===== src/rtl/pk_inverse.sv =====
// Restoring divider that undoes the constant-gain stage: splits pk into yk = pk / A and rem = pk % A,
// producing one quotient bit per clock behind a start/busy/done handshake.
module pk_inverse #(
   parameter int unsigned N = 8,
   parameter int unsigned A = 85
) (
   input  logic             clk_i,
   input  logic             rst_i,
   input  logic             start_i,
   input  logic [2*N-1:0]   pk_i,
   output logic             busy_o,
   output logic             done_o,
   output logic [N-1:0]     yk_o,
   output logic [N-1:0]     rem_o,
   output logic             ovf_o
);

   generate
      if (A == 0 || A >= (2 ** N) || N < 2) begin : gBadParams
         $error("pk_inverse: A must be nonzero and fit in N bits, and N must be at least 2");
      end
   endgenerate

   localparam int CW = $clog2(N);
   localparam logic [CW-1:0] CNT_LAST = CW'(N - 1);
   localparam logic [N-1:0]  A_N      = N'(A);
   localparam logic [N:0]    A_TRIAL  = (N+1)'(A);

   typedef enum logic [1:0] {IDLE, RUN, DONE} state_t;

   state_t          state_q, state_d;
   logic [N-1:0]    part_q, part_d;
   logic [N-1:0]    shift_q, shift_d;
   logic [CW-1:0]   cnt_q, cnt_d;
   logic [N-1:0]    yk_q, yk_d;
   logic [N-1:0]    rem_q, rem_d;
   logic            ovf_q, ovf_d;

   logic [N:0]      trial;
   logic            qBit;
   logic [N-1:0]    stepRem;
   logic [N-1:0]    stepShift;

   // shift_q starts as the low dividend half and fills with quotient bits as the dividend bits leave
   always_comb begin
      trial     = {part_q, shift_q[N-1]};
      qBit      = (trial >= A_TRIAL);
      stepRem   = qBit ? N'(trial - A_TRIAL) : trial[N-1:0];
      stepShift = {shift_q[N-2:0], qBit};
   end

   always_comb begin
      state_d = state_q;
      part_d  = part_q;
      shift_d = shift_q;
      cnt_d   = cnt_q;
      yk_d    = yk_q;
      rem_d   = rem_q;
      ovf_d   = ovf_q;
      unique case (state_q)
         IDLE: begin
            if (start_i) begin
               ovf_d = 1'b0;
               // A high half of A or more means the quotient cannot fit in N bits
               if (pk_i[2*N-1:N] >= A_N) begin
                  ovf_d   = 1'b1;
                  yk_d    = '1;
                  rem_d   = '0;
                  state_d = DONE;
               end else begin
                  part_d  = pk_i[2*N-1:N];
                  shift_d = pk_i[N-1:0];
                  cnt_d   = CNT_LAST;
                  state_d = RUN;
               end
            end
         end
         RUN: begin
            part_d  = stepRem;
            shift_d = stepShift;
            cnt_d   = cnt_q - 1'b1;
            if (cnt_q == '0) begin
               yk_d    = stepShift;
               rem_d   = stepRem;
               state_d = DONE;
            end
         end
         DONE: begin
            state_d = IDLE;
         end
         default: begin
            state_d = IDLE;
         end
      endcase
   end

   always_ff @(posedge clk_i) begin
      if (rst_i) begin
         state_q <= IDLE;
         part_q  <= '0;
         shift_q <= '0;
         cnt_q   <= '0;
         yk_q    <= '0;
         rem_q   <= '0;
         ovf_q   <= 1'b0;
      end else begin
         state_q <= state_d;
         part_q  <= part_d;
         shift_q <= shift_d;
         cnt_q   <= cnt_d;
         yk_q    <= yk_d;
         rem_q   <= rem_d;
         ovf_q   <= ovf_d;
      end
   end

   assign busy_o = (state_q == RUN);
   assign done_o = (state_q == DONE);
   assign yk_o   = yk_q;
   assign rem_o  = rem_q;
   assign ovf_o  = ovf_q;

endmodule


===== config.mk =====
export PLATFORM = sky130hd
export DESIGN_NAME = pk_inverse
export DESIGN_NICKNAME = d
export VERILOG_FILES = /design/src/rtl/pk_inverse.sv
export SDC_FILE = /design/constraint.sdc
export NUM_CORES = 1
export LEC_CHECK = 0
export BUFFER_PORTS_ARGS = -buffer_cell sky130_fd_sc_hd__clkbuf_2
export CORE_UTILIZATION = 54
export CTS_CLUSTER_SIZE = 30
export DETAILED_ROUTE_END_ITERATION = 7
export PLACE_DENSITY = 0.78
export REMOVE_ABC_BUFFERS = 1
export SYNTH_ARGS = -nofsm -noshare
export SYNTH_HDL_FRONTEND = slang
export SYNTH_SLANG_ARGS = --single-unit
export TNS_END_PERCENT = 30

===== constraint.sdc =====
create_clock -name clk_i -period 2.3 [get_ports clk_i]
set_clock_uncertainty 0.2 [all_clocks]
set_input_delay 0.115 -clock clk_i [delete_from_list [all_inputs] [get_ports clk_i]]
set_output_delay 0.115 -clock clk_i [all_outputs]
set_load 0.02 [all_outputs]

* Word-level counts from Yosys, hierarchy flattened
Cells that the tools add are included.
** Storage, ports and cells
- Bits of input ports :: 19
- Register bits after elaboration :: 38
- Word-level logic and storage cells :: 47
- Output and inout bits :: 19
** Operators by class
- Mux-type cells :: 23
- Order comparisons :: 2
- Equality and inequality tests :: 6
- $add $sub $neg :: 2
- Reduce and logical (&&, ||, !) cells :: 7
** Operator list (count)
- two-way mux 8 bit :: 11
- case mux 8 bit (2 select lines) :: 4
- greater-or-equal comparator 9 x 7 -> 1 bit (second input constant) :: 1
- greater-or-equal comparator 8 x 7 -> 1 bit (second input constant) :: 1
- subtractor 8 x 7 -> 8 bit (second input constant) :: 1
- two-way mux 2 bit :: 3
- two-way mux 3 bit :: 2
- inequality test 2 bit (second input constant) :: 3
- case mux 3 bit (2 select lines) :: 1
- case mux 2 bit (2 select lines) :: 1
- AND reduction 2 bit :: 2
- AND reduction 4 bit :: 1
- logical NOT 3 bit :: 1
- AND reduction 3 bit :: 1
- subtractor 3 x 1 -> 3 bit (second input constant) :: 1
- equality test 2 x 1 -> 1 bit (second input constant) :: 1
- equality test 2 bit (second input constant) :: 1
- logical NOT 2 bit :: 1
- inequality test 2 x 1 -> 1 bit (second input constant) :: 1
- nonzero test 2 bit :: 1
- two-way mux 1 bit :: 1

* Longest topological paths before layout
- Depth after elaboration :: 4
- Depth in mapped cells :: 9
- Gate-level depth less buffers :: 8

* Least setup slack after synthesis
OpenSTA, ideal clock, no wires.
- Path type :: reg2reg
- Start :: register cnt_q[0]
- End :: register yk_q[2], in the netlist yk_o[2]
- Data arrival time :: 1.569 ns
- Setup time :: 0.119 ns
- Required time :: 1.981 ns
- Path buffers :: 1
- Clock period less this slack :: 1.888 ns
- Path slack :: 0.412 ns
- Stages on the path, launching flop included :: 9
- Cells stage by stage :: dfxtp_1 inv_1 ha_1 ha_1 and3b_1 a21oi_1 nand2_1 buf_2 o221a_2
** On the way
- Longest elaborated chain between the ends :: 3
** RTL lines
- start, declared :: RTL line 34 : logic [CW-1:0] cnt_q, cnt_d;
- start signal, assigned :: RTL line 110 : cnt_q <= cnt_d;
- logical NOT 3 bit :: RTL line 82 : if (cnt_q == '0) begin
- inequality test 2 x 1 -> 1 bit (no line)
- AND reduction 4 bit (no line)
- end signal, assigned :: RTL line 111 : yk_q <= yk_d;
- end, declared :: RTL line 35 : logic [N-1:0] yk_q, yk_d;
Every way passes these cells.
A chain may end at the register's enable or synchronous reset.

* Final worst setup path
- Start :: register cnt_q[0]
- End :: register state_q[1]
** On the way
- Longest elaborated chain between the ends :: 3
** RTL lines
- logical NOT 3 bit :: RTL line 82
- inequality test 2 x 1 -> 1 bit (no line)
- AND reduction 2 bit (no line)
- end signal, assigned :: RTL line 107 : state_q <= state_d;
- end, declared :: RTL line 31 : state_t state_q, state_d;
Every way passes these cells.

==> results.sh <==
export IMPL_outcome="finished, final reports clean"
export IMPL_setup_violations=0
export IMPL_initial_utilization=0.568
export IMPL_holdWs_ns=0.0634
export IMPL_ys_types=53
export IMPL_drv_cap=0
export IMPL_synth_area_top_cells="dfxtp_1 (40%), a211oi_1 (5.5%), nor2_1 (4.7%), o221a_2 (4.7%), nand2_1 (4.1%)"
export IMPL_final_max_slew_violation_count=0
export IMPL_cts_max_level=2
export IMPL_rsz0062_at_grt="false"
export IMPL_r2r_start="cnt_q[0]"
export IMPL_synth_edf_count=0
export IMPL_nNetsFinal=290
export IMPL_end_kind="flop"
export IMPL_tns_ns=0
export IMPL_grt_max_degree=21
export IMPL_dp_hpwl_mm=3.17
export IMPL_ir_worst_vdd_mv=0.416
export IMPL_required_ns=2.35
export IMPL_grt_usage=0.276
export IMPL_yosysMostFrequentCell="dfxtp_1"
export IMPL_max_freq_ghz=0.464
export IMPL_finalCriticalPeriod_ns=2.15
export IMPL_antenna_cells=0
export IMPL_r2r_cells=7
export IMPL_die_h_um=61.5
export IMPL_p_leak_nw=0.960
export IMPL_final_cells=314
export IMPL_routed_wl_mm=4.81
export IMPL_via_per_inst=5.77
export IMPL_synth_xor_area_frac=0.0138
export IMPL_synth_compound_area_share=0.295
export IMPL_cts_sinks=38
export IMPL_die_w_um=61.5
export IMPL_clockBufferDepth=2
export IMPL_cp_depth=7
export IMPL_fin_crit_sh=0.937
export IMPL_synth_warnings=0
export IMPL_core_um2=3360
export IMPL_power_density_nw_per_um2=617
export IMPL_ys_async_sr_fraction=0
export IMPL_final_hold_violation_count=0
export IMPL_drc=0
export IMPL_nFillCells=300
export IMPL_wl_per_cell_um=15.3
export IMPL_worstMarginPinSlew_ns=0.460
export IMPL_crit_slowest_cell="dlygate4sd3_1"
export IMPL_postSynth_topFlopCell="dfxtp_1"
export IMPL_cp_startpoint="cnt_q[0]"
export IMPL_cp_start_kind="flop"
export IMPL_synth_simple_area_share=0.185
export IMPL_fp_dieArea_um2=3780
export IMPL_endpoint="state_q[1]"
export IMPL_grt_pass1_wl_mm=7.53
export IMPL_ys_ff_latch=38
export IMPL_synth_area_um2=1910
export IMPL_vias=1811
export IMPL_antenna_found_initial=0
export IMPL_io_pins=38
export IMPL_r2r_end="state_q[1]"
export IMPL_stdcell_area_um2=2370
export IMPL_place_gp_congestion=0.900
export IMPL_yosys_area_share_adder=0.0262
export IMPL_dp_cells=288
export IMPL_hp_class="input port to flop"
export IMPL_first_pass_iters=4
export IMPL_synth_top_family_by_area="compound AO/OA/AOI/OAI gates"
export IMPL_rrSetupSlack_ns=0.15
export IMPL_clk_pin_slew_worst_paths_ns=0.11
export IMPL_synth_top_area_share=0.398
export IMPL_register_area_um2=761
export IMPL_critPathMaxStageDelay_ns=0.55
export IMPL_yosysTopAreaCell="dfxtp_1"
export IMPL_synthTopCellsByCount="dfxtp_1 (38), nor2_1 (24), nand2_1 (21)"
export IMPL_netlist_instances=212
export IMPL_drt_iter0_markers=136
export IMPL_worstSetupPathType="flop to flop"
export IMPL_root_buffer="clkbuf_4"
export IMPL_syn_avg_cell_area_um2=9.01
export IMPL_portBuffers=37
export IMPL_grt_pass1_vias=1532
export IMPL_multi_input_area_um2=1040
export IMPL_syn_to_final_growth_pct=24.4
export IMPL_cts_buffers=5
export IMPL_rows=21
export IMPL_grt_overflow=0
export IMPL_drive_above_1_share=0.250
export IMPL_crit_top_cell="ha_1"
export IMPL_cts_tree="done"
export IMPL_postPlaceCellArea_um2=2130
export IMPL_clk_latency_ns=0.35
export IMPL_cp_num_buf_inv=2
export IMPL_yosys_mux_area_fraction=0.0216
export IMPL_slew_headroom=0.694
export IMPL_arrival_ns=2.20
export IMPL_ys_seq_area_frac=0.398
export IMPL_path_cells="inv_1 -> ha_1 -> ha_1 -> and3b_1 -> a21oi_2 -> a21oi_1 -> dlygate4sd3_1"
export IMPL_crit_path_max_fanout=4
export IMPL_critical_path_top_delay_family="buffers and inverters"
export IMPL_worstHoldStart="pk_i[0]"
export IMPL_ant_nets=0
==> layer usage <==
| metal | wire length [µm] | global-route usage | share of wire | up-vias |
|---|---|---|---|---|
| li1 | - | - | - | 909 |
| met3 | 277 | 0.0588 | 0.058 | 10 |
| met5 | 0 | 0 | 0 | - |
| met4 | 64 | 0.108 | 0.013 | 0 |
| met1 | 2170 | 0.397 | 0.45 | 837 |
| met2 | 2300 | 0.404 | 0.48 | 55 |
==> sequential cells by signal, indices dropped and copies added, names as in the netlist <==
signal,count
part_q,8
cnt_q,3
shift_q,8
ovf_o,1
state_q,2
rem_o,8
yk_o,8
==> how the worst min path moves through the flow <==
| stage | endpoint | slack (ns) | cells past startpoint |
|---|---|---|---|
| 6_report | shift_q[0] | 0.06 | 5 |
| 5_1_grt | shift_q[0] | 0.10 | 5 |
| 4_1_cts | shift_q[0] | 0.07 | 5 |
| 3_5_place_dp | shift_q[5] | 0.17 | 3 |
| 3_3_place_gp | shift_q[3] | 0.17 | 3 |
| 2_1_floorplan | part_q[3] | -0.02 | 1 |
==> layout by cell type, fill, tap and decap left out, types with 3 or more instances in the layout <==
cell           Yosys  layout
a311oi_1           7       7
clkbuf_2           0      37
dlygate4sd3_1      0      18
clkbuf_4           0       5
o21a_1             5       5
ha_1               4       4
nand2_1           21      21
o2bb2ai_1          5       5
o21ai_0            4       4
inv_1              9       9
mux2i_1            3       3
a21oi_1            7       6
dfxtp_1           38      38
o221a_2            8       8
buf_4              1       7
a211oi_1          14      14
nor2_1            24      24
nand4_1            3       3
==> final cells by class <==
type / count / share of cell area
well taps: 46 / 0.0242
clock inverters: 2 / 0.00527
flip-flops and latches: 38 / 0.320
repair buffers: 62 / 0.176
inverters: 10 / 0.0158
multi-input cells: 150 / 0.437
clock buffers: 6 / 0.0216
==> power by group <==
part,leakage [nW],switching (mW),total [mW],internal (mW)
logic,0.614,0.184,0.330,0.146
registers,0.311,0.0466,0.756,0.709
clock network,0.0343,0.232,0.379,0.147
==> worst register-to-register path: stages (launching register included) <==
cell and delay, ns:
dfxtp_1 0.38, inv_1 0.05, ha_1 0.19, ha_1 0.21, and3b_1 0.24, a21oi_2 0.15
a21oi_1 0.09, dlygate4sd3_1 0.55
==> what timing repair did <==
| item | 4_1_cts | 5_1_grt |
|---|---|---|
| hold buffers | 18 | 0 |
| buffers inserted | 0 | 0 |
| setup endpoints to repair | 0 | 1 |
| endpoints found under the hold margin | 20 | 0 |
| gates resized for setup | 0 | 1 |
==> cells by family after synthesis <==
group | after synthesis
XOR/XNOR | 3
multiplexers | 4
AND/OR/NAND/NOR | 70
adder cells (fa/ha/maj) | 4
AO/OA/AOI/OAI | 69
flip-flops | 38
buffers and inverters | 24
==> through the flow <==
stage	worst slack [ns]	utilization	total power [mW]
5_1_grt	0.0245	0.706	1.54
6_report	0.146	0.706	1.46
4_1_cts	0.151	0.705	1.45
2_1_floorplan	0.0370	-	0.959
3_3_place_gp	0.335	0.632	1.06
3_5_place_dp	0.273	0.632	1.07
No activity file was read; power rests on OpenSTA's default activity.
